==> config.mk <==
export PLATFORM = sky130hd
export DESIGN_NAME = cic_decimator
export DESIGN_NICKNAME = d
export VERILOG_FILES = /design/src/rtl/cic_decimator_pkg.sv /design/src/rtl/cic_dec_shifter.sv /design/src/rtl/cic_decimator.sv
export SDC_FILE = /design/constraint.sdc
export NUM_CORES = 2
export LEC_CHECK = 0
export BUFFER_PORTS_ARGS = -buffer_cell sky130_fd_sc_hd__buf_2
export CORE_ASPECT_RATIO = 0.5
export CORE_MARGIN = 4
export CORE_UTILIZATION = 50
export DETAILED_ROUTE_END_ITERATION = 10
export GPL_ROUTABILITY_DRIVEN = 0
export GPL_TIMING_DRIVEN = 0
export PLACE_DENSITY = 0.66
export SLEW_MARGIN = 5
export SYNTH_ARGS = -nofsm -noshare
export SYNTH_HDL_FRONTEND = slang
export SYNTH_SLANG_ARGS = --single-unit
==> constraint.sdc <==
create_clock -name clock -period 5.8 [get_ports clock]
set_input_delay 0.29 -clock clock [delete_from_list [all_inputs] [get_ports clock]]
set_output_delay 0.29 -clock clock [all_outputs]
set_load 0.01 [all_outputs]
==> src/rtl/cic_decimator_pkg.sv <==
// Shared defaults and helpers for the CIC decimation filter.
package cic_decimator_pkg;

   localparam int default_bitwidth      = 16;
   localparam int default_n             = 4;
   localparam int default_log2_max_rate = 7;
   localparam int default_acc_width     = default_bitwidth + default_n * default_log2_max_rate;
   localparam int rate_width            = 8;

   // N * ceil(log2(R)); a rate of 0 wraps to 256.
   function automatic int rate_to_shift(input logic [rate_width-1:0] rate, input int n_stages);
      int r;
      int clog;
      r    = (rate == '0) ? (1 << rate_width) : int'(rate);
      clog = 0;
      for (int i = 0; i <= rate_width; i++) begin
         if ((1 << i) < r) clog = i + 1;
      end
      return n_stages * clog;
   endfunction

endpackage

==> src/rtl/cic_dec_shifter.sv <==
// Rate-dependent gain compensation: arithmetic shift of the comb output and slice to bitwidth.
module cic_dec_shifter
   import cic_decimator_pkg::*;
#(
   parameter int bitwidth  = default_bitwidth,
   parameter int N         = default_n,
   parameter int acc_width = default_acc_width
) (
   input  logic [rate_width-1:0] rate,
   input  logic [acc_width-1:0]  acc_value,
   output logic [bitwidth-1:0]   result
);

   localparam int shift_width = $clog2(N * rate_width + 1);

   logic [shift_width-1:0] shift;

   assign shift  = shift_width'(rate_to_shift(rate, N));
   // arithmetic shift floors toward negative infinity; no saturation
   assign result = bitwidth'($signed(acc_value) >>> shift);

endmodule

==> src/rtl/cic_decimator.sv <==
// N-stage CIC decimator: strobed integrators, down-counter decimation, pipelined combs, gain shift.
module cic_decimator
   import cic_decimator_pkg::*;
#(
   parameter int bitwidth         = default_bitwidth,
   parameter int N                = default_n,
   parameter int log2_of_max_rate = default_log2_max_rate
) (
   input  logic                  clock,
   input  logic                  reset,
   input  logic                  enable,
   input  logic [rate_width-1:0] rate,
   input  logic                  strobe_in,
   input  logic [bitwidth-1:0]   signal_in,
   output logic                  strobe_out,
   output logic [bitwidth-1:0]   signal_out
);

   localparam int acc_width = bitwidth + N * log2_of_max_rate;

   logic                  clear;
   logic [acc_width-1:0]  signal_ext;
   logic [acc_width-1:0]  integ [N];
   logic [acc_width-1:0]  comb [N];
   logic [N-1:0]          comb_stb;
   logic [rate_width-1:0] sample_cnt;
   logic                  fire;
   logic                  dec_strobe;
   logic [bitwidth-1:0]   shifted;

   assign clear      = reset | ~enable;
   assign signal_ext = {{(acc_width - bitwidth){signal_in[bitwidth-1]}}, signal_in};
   assign fire       = strobe_in & (sample_cnt == '0);

   // Terminal count at 0: reload picks up the current rate, so rate changes land at the next reload.
   always_ff @(posedge clock) begin
      if (clear) begin
         sample_cnt <= '0;
         dec_strobe <= 1'b0;
      end else begin
         dec_strobe <= fire;
         if (strobe_in) begin
            if (sample_cnt == '0) sample_cnt <= rate - 8'd1;
            else                  sample_cnt <= sample_cnt - 8'd1;
         end
      end
   end

   for (genvar k = 0; k < N; k++) begin : g_integ
      logic [acc_width-1:0] integ_src;
      logic [acc_width-1:0] acc_q;

      if (k == 0) begin : g_first
         assign integ_src = signal_ext;
      end else begin : g_next
         assign integ_src = integ[k-1];
      end

      always_ff @(posedge clock) begin
         if (clear)          acc_q <= '0;
         else if (strobe_in) acc_q <= acc_q + integ_src;
      end

      assign integ[k] = acc_q;
   end

   // Stage 0 reads the last integrator in the cycle after the firing strobe_in.
   for (genvar k = 0; k < N; k++) begin : g_comb
      logic [acc_width-1:0] comb_in;
      logic                 comb_en;
      logic [acc_width-1:0] delay_q;
      logic [acc_width-1:0] diff_q;
      logic                 stb_q;

      if (k == 0) begin : g_first
         assign comb_in = integ[N-1];
         assign comb_en = dec_strobe;
      end else begin : g_next
         assign comb_in = comb[k-1];
         assign comb_en = comb_stb[k-1];
      end

      always_ff @(posedge clock) begin
         if (clear) begin
            delay_q <= '0;
            diff_q  <= '0;
            stb_q   <= 1'b0;
         end else begin
            stb_q <= comb_en;
            if (comb_en) begin
               diff_q  <= comb_in - delay_q;
               delay_q <= comb_in;
            end
         end
      end

      assign comb[k]     = diff_q;
      assign comb_stb[k] = stb_q;
   end

   cic_dec_shifter #(
      .bitwidth  (bitwidth),
      .N         (N),
      .acc_width (acc_width)
   ) u_shifter (
      .rate      (rate),
      .acc_value (comb[N-1]),
      .result    (shifted)
   );

   always_ff @(posedge clock) begin
      if (clear) begin
         strobe_out <= 1'b0;
         signal_out <= '0;
      end else begin
         strobe_out <= comb_stb[N-1];
         if (comb_stb[N-1]) signal_out <= shifted;
      end
   end

endmodule

# Word level (Yosys, flattened, before mapping)
# Index checks and enable logic that the tools add are counted.
[classes]
n_mux = 11
order_cmp = 9
n_reduce_logical = 2
shifts = 1
bitwise_logic = 3
n_addsub = 10
[op_table]
columns = ["cell", "n"]
rows = [
  ["44-bit adder", 4],
  ["44-bit subtractor", 4],
  ["44-bit by 6-bit >>> shifter with 16-bit output", 1],
  ["10-bit by 32-bit less-than comparator with 1-bit output (first input constant)", 1],
  ["2-bit by 32-bit less-than comparator with 1-bit output (first input constant)", 1],
  ["3-bit by 32-bit less-than comparator with 1-bit output (first input constant)", 1],
  ["4-bit by 32-bit less-than comparator with 1-bit output (first input constant)", 1],
  ["5-bit by 32-bit less-than comparator with 1-bit output (first input constant)", 1],
  ["6-bit by 32-bit less-than comparator with 1-bit output (first input constant)", 1],
  ["7-bit by 32-bit less-than comparator with 1-bit output (first input constant)", 1],
  ["8-bit by 32-bit less-than comparator with 1-bit output (first input constant)", 1],
  ["9-bit by 32-bit less-than comparator with 1-bit output (first input constant)", 1],
  ["8-bit zero test", 2],
  ["8-bit by 1-bit subtractor with 8-bit output (second input constant)", 2],
  ["3-bit 2-to-1 mux", 4],
  ["9-bit 2-to-1 mux", 1],
  ["4-bit 2-to-1 mux", 2],
  ["8-bit 2-to-1 mux", 1],
  ["2-bit 2-to-1 mux", 2],
  ["1-bit bitwise AND", 1],
  ["1-bit 2-to-1 mux", 1],
  ["1-bit NOT", 1],
  ["1-bit bitwise OR", 1],
]
[totals]
output_inout_bits = 17
in_bits = 28
reg_bits = 558

# Depth between registers and ports, before layout
[logic_depth]
depth_word = 13
mapped_depth = 14

# Modules after synthesis
# Synthesis repeated with hierarchy kept, for this count alone.
[unflattened]
cells_unflattened = 4898
area_unflattened_um2 = 39467.9
[by_module_without_submodules]
columns = ["module", "area_each_um2", "seq_area_each_um2", "instances", "cells_each"]
rows = [
  ["cic_decimator", 38106.5, 11170.7, 1, 4725],
  ["cic_dec_shifter", 1361.3, 0.0, 1, 173],
]

# Worst setup path before layout
# Ideal clock, no wire load.
[synth_path]
path_type = "register to register"
startpoint = "register g_integ[0].acc_q[0]"
endpoint = "register g_integ[1].acc_q[40]"
setup_slack_ns = 2.508
path_stages_with_launch = 15
period_less_slack_ns = 3.292
t_required_ns = 5.673
t_arrival_ns = 3.165
n_path_buf = 0
path_cell_list = "dfxtp_1 ha_1 inv_1 fa_1 nor2b_1 o21ai_0 a21oi_2 o2111ai_2 a211o_1 a311o_2 a31oi_4 a31o_4 a221o_2 nor2_1 or3_1"
[synth_between]
elab_chain_cells = 1
[synth_rtl]
columns = ["element", "line", "text"]
rows = [
  ["start: declaration", "cic_decimator.sv:51", "logic [acc_width-1:0] acc_q;"],
  ["start signal: assignment", "cic_decimator.sv:61", "else if (strobe_in) acc_q <= acc_q + integ_src;"],
  ["44-bit adder", "cic_decimator.sv:61", ""],
  ["end signal: assignment", "cic_decimator.sv:61", ""],
  ["end: declaration", "cic_decimator.sv:51", ""],
]
# Every way passes these cells.
# A chain may end at the register's enable or synchronous reset.

# Worst setup path after layout
[layout_path]
startpoint = "register g_comb[1].diff_q[1]"
endpoint = "register g_comb[2].diff_q[37]"
[layout_between]
elab_chain_cells = 1
[layout_rtl]
columns = ["element", "line", "text"]
rows = [
  ["start: declaration", "cic_decimator.sv:72", "logic [acc_width-1:0] diff_q;"],
  ["start signal: assignment", "cic_decimator.sv:91", "diff_q <= comb_in - delay_q;"],
  ["44-bit subtractor", "cic_decimator.sv:91", ""],
  ["end signal: assignment", "cic_decimator.sv:91", ""],
  ["end: declaration", "cic_decimator.sv:72", ""],
]
# Every way passes these cells.

==> metrics <==
met2 track demand over resource 0.418; Setup Fix Bufs, Post-CTS 0; setup slack of the critical path after layout 1750 ps; total power 8.81 mW; final worst path period need 4050 ps; dominant cells by area after synthesis sky130_fd_sc_hd__dfxtp_1 (29%), sky130_fd_sc_hd__ha_1 (11%), sky130_fd_sc_hd__mux2i_1 (10%), sky130_fd_sc_hd__nor2_1 (6.0%), sky130_fd_sc_hd__a21oi_1 (4.5%); die extent in y 203 µm; Cell Pwr Density 211 nW/µm²; post-DR wirelength/cell roughly 18 µm; CP peak stage delay ~580 ps; Leak 18.0 nW; Net count, final 5133; grt total ovfl 0; depth of the CTS H-tree 2; busiest grt layer met2; primary flip-flop cell chosen by synthesis mapping sky130_fd_sc_hd__dfxtp_1; Finish-stage setup viols 0; core area 75300 µm²; cell seen most often among critical-path stages sky130_fd_sc_hd__o21ai_0; post-cts hold buffer count 1; Cell Chain, Critical Path ha_1 > nor2b_1 > o21ai_0 > a21boi_0 > o311ai_0 > nand3_1 > o2111ai_1 > a21oi_1 > o311ai_1 > o21bai_1 > xnor2_1 > o21ai_0; number of synthesized flops with an enable pin 0; synthesized area per cell approximately 8.2 µm²; RSZ-0062 raised after global routing false; run status finished, final reports clean; drt initial violations ~2300; met1 track demand over resource in global routing 0.359; Mapped Cells about 4700; share of the synthesized area in the top cell type 0.293; footprint of the multi-input gates 25200 µm²; worst setup timing slack at the placement stage 1900 ps; number of antenna violations at the first check in global routing 1; dominant cell type by area after synthesis sky130_fd_sc_hd__dfxtp_1; Worst EP required 6290 ps; TritonCTS clock tree yes; fraction of synthesis flops using an asynchronous set or reset pin 0; number of warning messages in the yosys log 0; critical-path cell with the highest stage delay sky130_fd_sc_hd__o2111ai_1; root buffer selected by CTS sky130_fd_sc_hd__clkbuf_16; worst endpoint data arrival time 4550 ps; Max Cap Violations 0; Critical Path Start Type flip-flop; total of fill cells in the finished design roughly 7000; number of sinks driven by the clock tree 558; clock-pin slew on the worst setup and hold paths approximately 70 ps; largest net degree at the start of global routing 31; most common cell in the netlist sky130_fd_sc_hd__nor2_1; Clock Latency Late Sink 640 ps; signed area change from the synthesized netlist to the final layout 9.18%; slew of the pin with the lowest slew margin 1410 ps; input/output buffers 41; worst voltage drop across the vdd grid between 0.00015 and 0.0002 V; Max Clk Rate 247 MHz; worst hold path class in2reg; number of cells in the finished layout apart from fillers 5821; Bufs on Longest Clock Path 3; total count of hold-check failures in the final report 0; met3 routing resource usage after global routing 0.0292; highest net fanout along the worst path 4; Total Routed Length between 100000 and 150000 µm; diode insertion count for antenna repair 0; setup tns final 0 ps; Worst Setup End Kind flip-flop; Via Count 33300; final standard cell utilization of the core 0.553; number of distinct library cells after synthesis 97; share of the yosys chip area belonging to registers 0.293; Cell Area, Synth 38100 µm²; buffers and inverters on the worst path 0; number of register bits inferred by synthesis 558; via/cell ratio 5.72; chip width 399 µm; number of detailed-routing iterations run before antenna repair 7; clock tree skew after final layout roughly 35 ps; list of most frequent post-synthesis cells sky130_fd_sc_hd__nor2_1 (607), sky130_fd_sc_hd__dfxtp_1 (558), sky130_fd_sc_hd__mux2i_1 (394); number of gates resized after CTS 0; DRC violation count after routing 0; number of global-route vias before repair 31200; DP HPWL between 80000 and 90000 µm; worst max-slew margin expressed relative to the limit 0.0633; starting utilization of the core area 0.506; number of clock buffers inserted by TritonCTS 55; antenna viol nets, final 0; first-pass GRT wire length 169000 µm; Slew Viols, Final 0; Cell Rows 71; overall fraction of global-route tracks in use 0.254; period utilization 0.699; count of boundary I/O pins 45; crit-path leading delay family compound AO/OA/AOI/OAI gates; ratio of cells with drive above 1 in the final layout 0.0421; cell total after placement 5716; floorplan die area between 80000 and 90000 µm²; Reg area 11200 µm²; Worst Path Class, Setup reg2reg; net count of the mapped netlist around 5000
[stage by stage]
step	area [µm²]	hold WS, ps
floorplan	38100	447
global placement	39600	433
detailed placement	39600	444
CTS	41600	72.4
global route	41600	120
finish	41600	99.9
[path summary, 6_finish.rpt]
kind / startpoint / to / slack (ps) / cells past startpoint
worst min-delay path: signal_in[1] / g_integ[0].acc_q[1] / 100 / 4
worst min register to register: signal_out[11] / signal_out[11] / 450 / 2
worst max-delay path: g_comb[1].diff_q[1] / g_comb[2].diff_q[37] / 1750 / 12
worst max register to register: g_comb[1].diff_q[1] / g_comb[2].diff_q[37] / 1750 / 12
[area by class of cell]
| type | count | area share |
|---|---|---|
| repair buffers | 42 | 0.00517 |
| inverters | 262 | 0.0236 |
| well taps | 1022 | 0.0307 |
| clock buffers | 75 | 0.0387 |
| flip-flops and latches | 558 | 0.268 |
| plain buffers | 202 | 0.0188 |
| multi-input cells | 3631 | 0.605 |
| clock inverters | 29 | 0.00946 |
[cell families (layout without fill, tap and decap cells)]
group / Yosys count / in the layout / synth area share
DFF: 558 / 558 / 0.293
xor gates and xnor gates: 300 / 300 / 0.0689
AOI/OAI and AO/OA: 1230 / 1230 / 0.210
muxes: 398 / 398 / 0.105
buffers and inverters: 464 / 610 / 0.0463
and+or+nand+nor: 1350 / 1350 / 0.160
adders and majority gates: 353 / 353 / 0.117
[layout by cell type, fill, tap and decap left out, types with 25 or more instances in the layout]
cell type,n
sky130_fd_sc_hd__mux2i_1,394
sky130_fd_sc_hd__inv_1,262
sky130_fd_sc_hd__nor2b_1,51
sky130_fd_sc_hd__nand4_1,47
sky130_fd_sc_hd__nand3_1,109
sky130_fd_sc_hd__nand2_1,296
sky130_fd_sc_hd__dfxtp_1,558
sky130_fd_sc_hd__xor2_1,125
sky130_fd_sc_hd__a21o_1,212
sky130_fd_sc_hd__nor3_1,45
sky130_fd_sc_hd__o21bai_1,37
sky130_fd_sc_hd__clkbuf_1,169
sky130_fd_sc_hd__and3_1,39
sky130_fd_sc_hd__buf_1,25
sky130_fd_sc_hd__a31oi_1,47
sky130_fd_sc_hd__o21ai_0,248
sky130_fd_sc_hd__a21oi_1,340
sky130_fd_sc_hd__buf_2,50
sky130_fd_sc_hd__o21a_1,50
sky130_fd_sc_hd__ha_1,345
sky130_fd_sc_hd__a211oi_1,64
sky130_fd_sc_hd__nand2b_1,46
sky130_fd_sc_hd__xnor2_1,175
sky130_fd_sc_hd__nor2_1,607
sky130_fd_sc_hd__clkbuf_16,56
[worst register-to-register path, cell delays in order, from the launching register on]
cell and delay, ps:
sky130_fd_sc_hd__dfxtp_1 460, sky130_fd_sc_hd__ha_1 280, sky130_fd_sc_hd__nor2b_1 130, sky130_fd_sc_hd__o21ai_0 230
sky130_fd_sc_hd__a21boi_0 240, sky130_fd_sc_hd__o311ai_0 440, sky130_fd_sc_hd__nand3_1 310, sky130_fd_sc_hd__o2111ai_1 580
sky130_fd_sc_hd__a21oi_1 170, sky130_fd_sc_hd__o311ai_1 550, sky130_fd_sc_hd__o21bai_1 140, sky130_fd_sc_hd__xnor2_1 250
sky130_fd_sc_hd__o21ai_0 130
[routing by layer]
layer | part of all wire | wire, µm
met5 | 0 | 0
met2 | 0.44 | 46900
met3 | 0.050 | 5320
met4 | 0.022 | 2360
met1 | 0.48 | 51200
[flip-flops by register name, summed over array words and instances (netlist names)]
register and count:
strobe_out 1, g_comb.diff_q 176, dec_strobe 1, g_comb.stb_q 4, g_comb.delay_q 176, g_integ.acc_q 132, sample_cnt 8, signal_out 16
g_comb.comb_in 44
[where the power goes]
group / internal [mW] / switching [mW] / total (mW) / leakage [nW]
logic: 0.342 / 0.572 / 0.914 / 12.5
clock network: 2.32 / 1.68 / 4.00 / 0.987
registers: 3.86 / 0.0347 / 3.90 / 4.50
total: 6.52 / 2.29 / 8.81 / 18.0
(Power assumes the default switching activity.)
